### src/rtl/sdram_word_port.sv
// sdram_word_port: splits 32-bit CPU word reads/writes into two halfword
// requests for a native 16-bit SDRAM controller. The low halfword lives at
// {word_addr, 1'b0}, the high halfword at {word_addr, 1'b1}.
//
// Handshakes:
//   CPU side : sdram_rd / sdram_wr are single-cycle pulses sampled only while
//              idle; sdram_busy covers the whole transaction and read data is
//              marked by a one-cycle sdram_rdata_valid pulse.
//   PHY side : phy_req is held with phy_we/phy_addr/phy_wdata stable until a
//              one-cycle phy_ack; read halfwords come back later, in request
//              order, each marked by a one-cycle phy_rdata_valid pulse.
// A stalled transaction is aborted after TIMEOUT_CYCLES quiet cycles.
// o_dbg_state exposes the FSM state for observation.
module sdram_word_port #(
  parameter int TIMEOUT_CYCLES = 1023
) (
  input  logic        clk,
  input  logic        reset,
  input  logic        sdram_rd,
  input  logic        sdram_wr,
  input  logic [23:0] sdram_addr,
  input  logic [31:0] sdram_wdata,
  output logic [31:0] sdram_rdata,
  output logic        sdram_busy,
  output logic        sdram_rdata_valid,
  output logic        phy_req,
  output logic        phy_we,
  output logic [24:0] phy_addr,
  output logic [15:0] phy_wdata,
  input  logic        phy_ack,
  input  logic [15:0] phy_rdata,
  input  logic        phy_rdata_valid,
  output logic        err_timeout,
  output logic [2:0]  o_dbg_state
);

  localparam int TW = (TIMEOUT_CYCLES > 2) ? $clog2(TIMEOUT_CYCLES) : 1;
  localparam logic [TW-1:0] TMO_LAST = TW'(TIMEOUT_CYCLES - 1);

  typedef enum logic [2:0] {
    IDLE    = 3'd0,
    WR_LO   = 3'd1,
    WR_HI   = 3'd2,
    RD_LO   = 3'd3,
    RD_HI   = 3'd4,
    RD_WAIT = 3'd5
  } state_t;

  state_t        r_state;
  logic [23:0]   r_addr;
  logic [31:0]   r_wdata;
  logic [31:0]   r_buf;
  logic [1:0]    r_beat;
  logic [TW-1:0] r_tmo;
  logic          r_req;
  logic          r_we;
  logic [24:0]   r_phy_addr;
  logic [15:0]   r_phy_wdata;
  logic          r_busy;
  logic [31:0]   r_rdata;
  logic          r_rvalid;
  logic          r_err;

  state_t        w_state_n;
  logic [23:0]   w_addr_n;
  logic [31:0]   w_wdata_n;
  logic [31:0]   w_buf_n;
  logic [1:0]    w_beat_n;
  logic [TW-1:0] w_tmo_n;
  logic          w_req_n;
  logic          w_we_n;
  logic [24:0]   w_phy_addr_n;
  logic [15:0]   w_phy_wdata_n;
  logic          w_busy_n;
  logic [31:0]   w_rdata_n;
  logic          w_rvalid_n;
  logic          w_err_n;
  logic          w_in_rd;
  logic          w_beat_in;
  logic          w_abort;
  logic          w_last_beat;
  logic [31:0]   w_word;

  // Next-state and next-output logic for the transaction FSM.
  always_comb begin
    w_state_n     = r_state;
    w_addr_n      = r_addr;
    w_wdata_n     = r_wdata;
    w_buf_n       = r_buf;
    w_beat_n      = r_beat;
    w_req_n       = 1'b0;
    w_we_n        = 1'b0;
    w_phy_addr_n  = r_phy_addr;
    w_phy_wdata_n = r_phy_wdata;
    w_busy_n      = r_busy;
    w_rdata_n     = r_rdata;
    w_rvalid_n    = 1'b0;
    w_err_n       = 1'b0;

    // Read beats only count while a read is outstanding; anything else is stale.
    w_in_rd     = (r_state == RD_LO) || (r_state == RD_HI) || (r_state == RD_WAIT);
    w_beat_in   = w_in_rd && phy_rdata_valid;
    w_abort     = (r_state != IDLE) && (r_tmo == TMO_LAST);
    w_last_beat = (r_beat == 2'd2) || (w_beat_in && (r_beat == 2'd1));
    w_word      = {(w_beat_in && (r_beat == 2'd1)) ? phy_rdata : r_buf[31:16],
                   r_buf[15:0]};

    if (w_beat_in && (r_beat < 2'd2)) begin
      w_beat_n = r_beat + 2'd1;
      if (r_beat == 2'd0) w_buf_n[15:0]  = phy_rdata;
      else                w_buf_n[31:16] = phy_rdata;
    end

    case (r_state)
      IDLE: begin
        if (sdram_wr) begin
          w_state_n     = WR_LO;
          w_addr_n      = sdram_addr;
          w_wdata_n     = sdram_wdata;
          w_req_n       = 1'b1;
          w_we_n        = 1'b1;
          w_phy_addr_n  = {sdram_addr, 1'b0};
          w_phy_wdata_n = sdram_wdata[15:0];
          w_busy_n      = 1'b1;
        end else if (sdram_rd) begin
          w_state_n    = RD_LO;
          w_addr_n     = sdram_addr;
          w_req_n      = 1'b1;
          w_phy_addr_n = {sdram_addr, 1'b0};
          w_busy_n     = 1'b1;
          w_beat_n     = 2'd0;
        end
      end
      WR_LO: begin
        w_req_n = 1'b1;
        w_we_n  = 1'b1;
        if (phy_ack) begin
          w_state_n     = WR_HI;
          w_phy_addr_n  = {r_addr, 1'b1};
          w_phy_wdata_n = r_wdata[31:16];
        end
      end
      WR_HI: begin
        w_req_n = 1'b1;
        w_we_n  = 1'b1;
        if (phy_ack) begin
          w_state_n = IDLE;
          w_req_n   = 1'b0;
          w_we_n    = 1'b0;
          w_busy_n  = 1'b0;
        end
      end
      RD_LO: begin
        w_req_n = 1'b1;
        if (phy_ack) begin
          w_state_n    = RD_HI;
          w_phy_addr_n = {r_addr, 1'b1};
        end
      end
      RD_HI: begin
        w_req_n = 1'b1;
        if (phy_ack) begin
          w_state_n = RD_WAIT;
          w_req_n   = 1'b0;
        end
      end
      RD_WAIT: begin
        if (w_last_beat) begin
          w_state_n  = IDLE;
          w_rdata_n  = w_word;
          w_rvalid_n = 1'b1;
          w_busy_n   = 1'b0;
        end
      end
      default: begin
        w_state_n = IDLE;
        w_busy_n  = 1'b0;
      end
    endcase

    // A stalled transaction is dropped; an aborted read still answers, with zero.
    if (w_abort) begin
      w_state_n = IDLE;
      w_req_n   = 1'b0;
      w_we_n    = 1'b0;
      w_busy_n  = 1'b0;
      w_err_n   = 1'b1;
      if (w_in_rd) begin
        w_rvalid_n = 1'b1;
        w_rdata_n  = 32'h0;
      end
    end

    // Quiet-cycle counter: any progress or state change restarts it.
    if ((w_state_n != r_state) || phy_ack || phy_rdata_valid || (r_state == IDLE))
      w_tmo_n = '0;
    else
      w_tmo_n = r_tmo + TW'(1);
  end

  // State and output registers.
  always_ff @(posedge clk) begin
    if (reset) begin
      r_state     <= IDLE;
      r_addr      <= '0;
      r_wdata     <= '0;
      r_buf       <= '0;
      r_beat      <= '0;
      r_tmo       <= '0;
      r_req       <= 1'b0;
      r_we        <= 1'b0;
      r_phy_addr  <= '0;
      r_phy_wdata <= '0;
      r_busy      <= 1'b0;
      r_rdata     <= '0;
      r_rvalid    <= 1'b0;
      r_err       <= 1'b0;
    end else begin
      r_state     <= w_state_n;
      r_addr      <= w_addr_n;
      r_wdata     <= w_wdata_n;
      r_buf       <= w_buf_n;
      r_beat      <= w_beat_n;
      r_tmo       <= w_tmo_n;
      r_req       <= w_req_n;
      r_we        <= w_we_n;
      r_phy_addr  <= w_phy_addr_n;
      r_phy_wdata <= w_phy_wdata_n;
      r_busy      <= w_busy_n;
      r_rdata     <= w_rdata_n;
      r_rvalid    <= w_rvalid_n;
      r_err       <= w_err_n;
    end
  end

  assign sdram_rdata       = r_rdata;
  assign sdram_busy        = r_busy;
  assign sdram_rdata_valid = r_rvalid;
  assign phy_req           = r_req;
  assign phy_we            = r_we;
  assign phy_addr          = r_phy_addr;
  assign phy_wdata         = r_phy_wdata;
  assign err_timeout       = r_err;
  assign o_dbg_state       = r_state;

endmodule

### config.mk
export PLATFORM = sky130hd
export DESIGN_NAME = sdram_word_port
export DESIGN_NICKNAME = d
export VERILOG_FILES = /design/src/rtl/sdram_word_port.sv
export SDC_FILE = /design/constraint.sdc
export NUM_CORES = 1
export LEC_CHECK = 0
export CAP_MARGIN = 5
export CORE_MARGIN = 1
export CORE_UTILIZATION = 52
export CTS_BUF_LIST = sky130_fd_sc_hd__clkbuf_4 sky130_fd_sc_hd__clkbuf_8
export DETAILED_ROUTE_END_ITERATION = 7
export PLACE_DENSITY = 0.83
export REMOVE_ABC_BUFFERS = 1
export SLEW_MARGIN = 15
export SYNTH_ARGS = -nofsm -noshare
export SYNTH_HDL_FRONTEND = slang
export SYNTH_SLANG_ARGS = --single-unit
### constraint.sdc
create_clock -name clk -period 2.96 [get_ports clk]
set_input_delay 0.444 -clock clk [delete_from_list [all_inputs] [get_ports clk]]
set_output_delay 0.444 -clock clk [all_outputs]
set_load 0.01 [all_outputs]
==> impl_metrics.csv <==
group,metric,value,unit
run_status,outcome,"finished, final reports clean",
timing,hold_violations,0,
grt,grt_pass1_vias,5742,
logic_synthesis,synthDistinctLibCells,45,
timing,final.setup.tns,0,ns
die,die_h,115,um
clock_tree,numCtsBuffers,17,
worst_setup_path,cpMaxStageDelayCell,"dfxtp_1",
logic_synthesis,syn_inst,783,
grt,grt_pass1_wl,26600,um
power_and_ir_drop,vdd_drop_max,0.450,mV
die,pin_count,159,
grt,grt_max_degree,67,
die,dieArea,0.0132,mm2
placed_design,gp_congestion,0.771,
worst_setup_path,crit_start,"o_dbg_state[2]",
grt,grt_use_total,0.254,
grt,overflow,0,
worst_setup_path,timing.rr.start,"o_dbg_state[2]",
min_path,min_path_type,"input pin to register",
timing,rsz0062_at_grt,"false",
timing,setup_viol,0,
timing,worst_slack,0.586,ns
routing,vias_per_cell,5.31,
cells_and_area,fin_nets,1001,
clock_tree,cts_max_level,4,
logic_synthesis,post-synth-top-count-cell,"nand2_1",
timing,fin_hold_ws,0.265,ns
routing,drt-initial-drc-count,427,
worst_setup_path,path_class,"register to register",
logic_synthesis,yosys_warnings,0,
routing,route.detailed.drc,0,
clock_tree,path_clk_slew,0.09,ns
logic_synthesis,postSynth.topFlopCell,"dfxtp_1",
clock_tree,postCtsHoldBufs,0,
clock_tree,cts_resized,0,
min_path,hp-start,"reset",
logic_synthesis,synth_async_sr_flop_share,0,
logic_synthesis,netlist_top_cells_count,"nand2_1, dfxtp_1, nor2_1",
worst_setup_path,path_max_fanout,20,
die,start_util,0.542,
worst_setup_path,worst_ep_arrival_time,2.69,ns
clock_tree,post-cts-setup-buffers,0,
worst_setup_path,cp_data_required_time,3.28,ns
min_path,hold_depth,2,
placed_design,dp.cells,1067,
logic_synthesis,synth_seq_cells,165,
logic_synthesis,yosys-top-cells-area,"dfxtp_1, nand2_1, mux2i_1, nor2_1, a311oi_1",
logic_synthesis,syn_area_per_cell,8.45,um2
grt,antenna_found_initial,0,
logic_synthesis,ys_seq_area_frac,0.499,
timing,slew_violations,0,
power_and_ir_drop,powerDensity,589,mW/mm2
clock_tree,cts-root-buf,"clkbuf_8",
routing,drt_pass1_iterations,5,
worst_setup_path,startpoint_type,"register",
logic_synthesis,synth_top_area_share,0.499,
die,fp-row-count,40,
cells_and_area,fin_area,0.00867,mm2
timing,fmax,421,MHz
placed_design,hpwl,10200,um
cells_and_area,fill_cells,1009,
clock_tree,clockBufferDepth,2,
timing,fin_crit_sh,0.802,
cells_and_area,insertedDiodeCount,0,
cells_and_area,layout.cells.non_filler,1099,
clock_tree,clock-sinks,165,
placed_design,place_ws,0.485,ns
cells_and_area,multi_input_area,0.00302,mm2
worst_setup_path,critPathCaptureType,"register",
worst_setup_path,path_cells,"nand2b_1, nand2_1, nand4_2, mux2i_1, nor2_1",
clock_tree,cts_tree,"yes",
timing,finClkSkew,0.0127,ns
routing,wire_per_inst,14.4,um
logic_synthesis,synth.largest_area_cell,"dfxtp_1",
clock_tree,clkLatencyLatePin,0.45,ns
cells_and_area,regArea,0.00330,mm2
timing,relSlewSlack,0.488,
timing,fin_crit,2.37,ns
power_and_ir_drop,power_leakage,0.00313,uW
cells_and_area,drive_gt1_frac,0.0655,
placed_design,port_buffers,158,
die,dieWidth,115,um
cells_and_area,area_growth,31.1,%
routing,wl,15800,um
logic_synthesis,synth_edf_count,0,
logic_synthesis,mappedNetlistArea,0.00662,mm2
timing,tightest_slew,0.766,ns
job,drv_cap,0,
worst_setup_path,rr_worst_depth,5,
worst_setup_path,max_stage_delay,0.73,ns
die,fp.coreArea,0.0122,mm2
placed_design,place_area,0.00828,mm2
routing,via_count,5836,
routing,ant_nets,0,
-- power breakdown --
part	internal [uW]	leakage (uW)	total (uW)	switching, uW
registers	2390	0.00135	2480	92.5
clock network	802	0.000195	1620	813
logic	473	0.00158	1010	538
-- layer usage --
metal	routed length [um]	part of all wire	track usage	vias up
li1	-	-	-	2949
met2	7690	0.49	0.434	132
met1	6890	0.44	0.308	2741
met5	0	0	0	-
met4	174	0.011	0.0719	0
met3	1070	0.067	0.0807	14
-- worst max-delay path: cells and delay by family (launching register included) --
family	cells	cell delay, ns
flops	1	0.73
mux	1	0.38
simple gates	4	1.12
-- cells in the final DEF (no fill, tap or decap), types with 2 or more instances in the layout --
cell type,netlist,layout
mux2i_1,49,49
clkbuf_8,0,19
clkinvlp_4,0,4
nor4_1,2,2
nor3_1,14,14
nand3_1,7,7
inv_6,0,2
nand4_1,2,2
nand2_1,188,188
o21ai_1,3,2
o22a_1,2,2
buf_4,4,19
xor2_1,2,2
bufinv_16,0,2
a21oi_1,67,66
a311oi_1,40,40
o21ai_0,17,17
ha_1,5,5
nand2b_1,2,2
clkdlybuf4s50_1,0,157
a211o_1,2,2
xnor2_1,7,7
a211oi_1,16,16
a21o_1,2,2
dfxtp_1,165,165
nor2_1,103,102
inv_1,7,7
clkinv_2,0,4
-- area by class of cell --
cell class | instances | share of cell area
well taps | 168 | 0.0242
multi-input cells | 551 | 0.349
inverters | 7 | 0.00303
repair buffers | 176 | 0.198
flip-flops and latches | 165 | 0.381
clock inverters | 12 | 0.0147
clock buffers | 20 | 0.0310
-- through the flow --
stage	utilization	power, uW
floorplan	-	3020
global placement	0.678	3530
detailed placement	0.678	3550
CTS	0.710	5150
global route	0.710	5370
finish	0.710	5110
-- sequential cells by signal, indices dropped and copies added (netlist names), 3 cells and up --
name,cells
r_buf,32
sdram_rdata,32
phy_addr,25
r_addr,24
phy_wdata,16
r_wdata,16
r_tmo,10
o_dbg_state,3
-- cells by family (layout without fill, tap and decap cells) --
family          after synthesis  in the layout  share of synthesized area
flops                       165            165                      0.499
compound gates              157            157                      0.155
xor+xnor                      9              9                     0.0119
simple gates                331            331                      0.205
fa+ha+maj                     5              5                    0.00946
buf+inv                      67            215                     0.0456
mux                          49             49                     0.0741
-- worst paths after layout --
check	to	slack (ns)
max reg2reg	r_buf[2]	0.59
max	r_buf[2]	0.59
min	r_buf[13]	0.27
min reg2reg	r_addr[7]	0.46
Power figures use the tool's default switching activity.
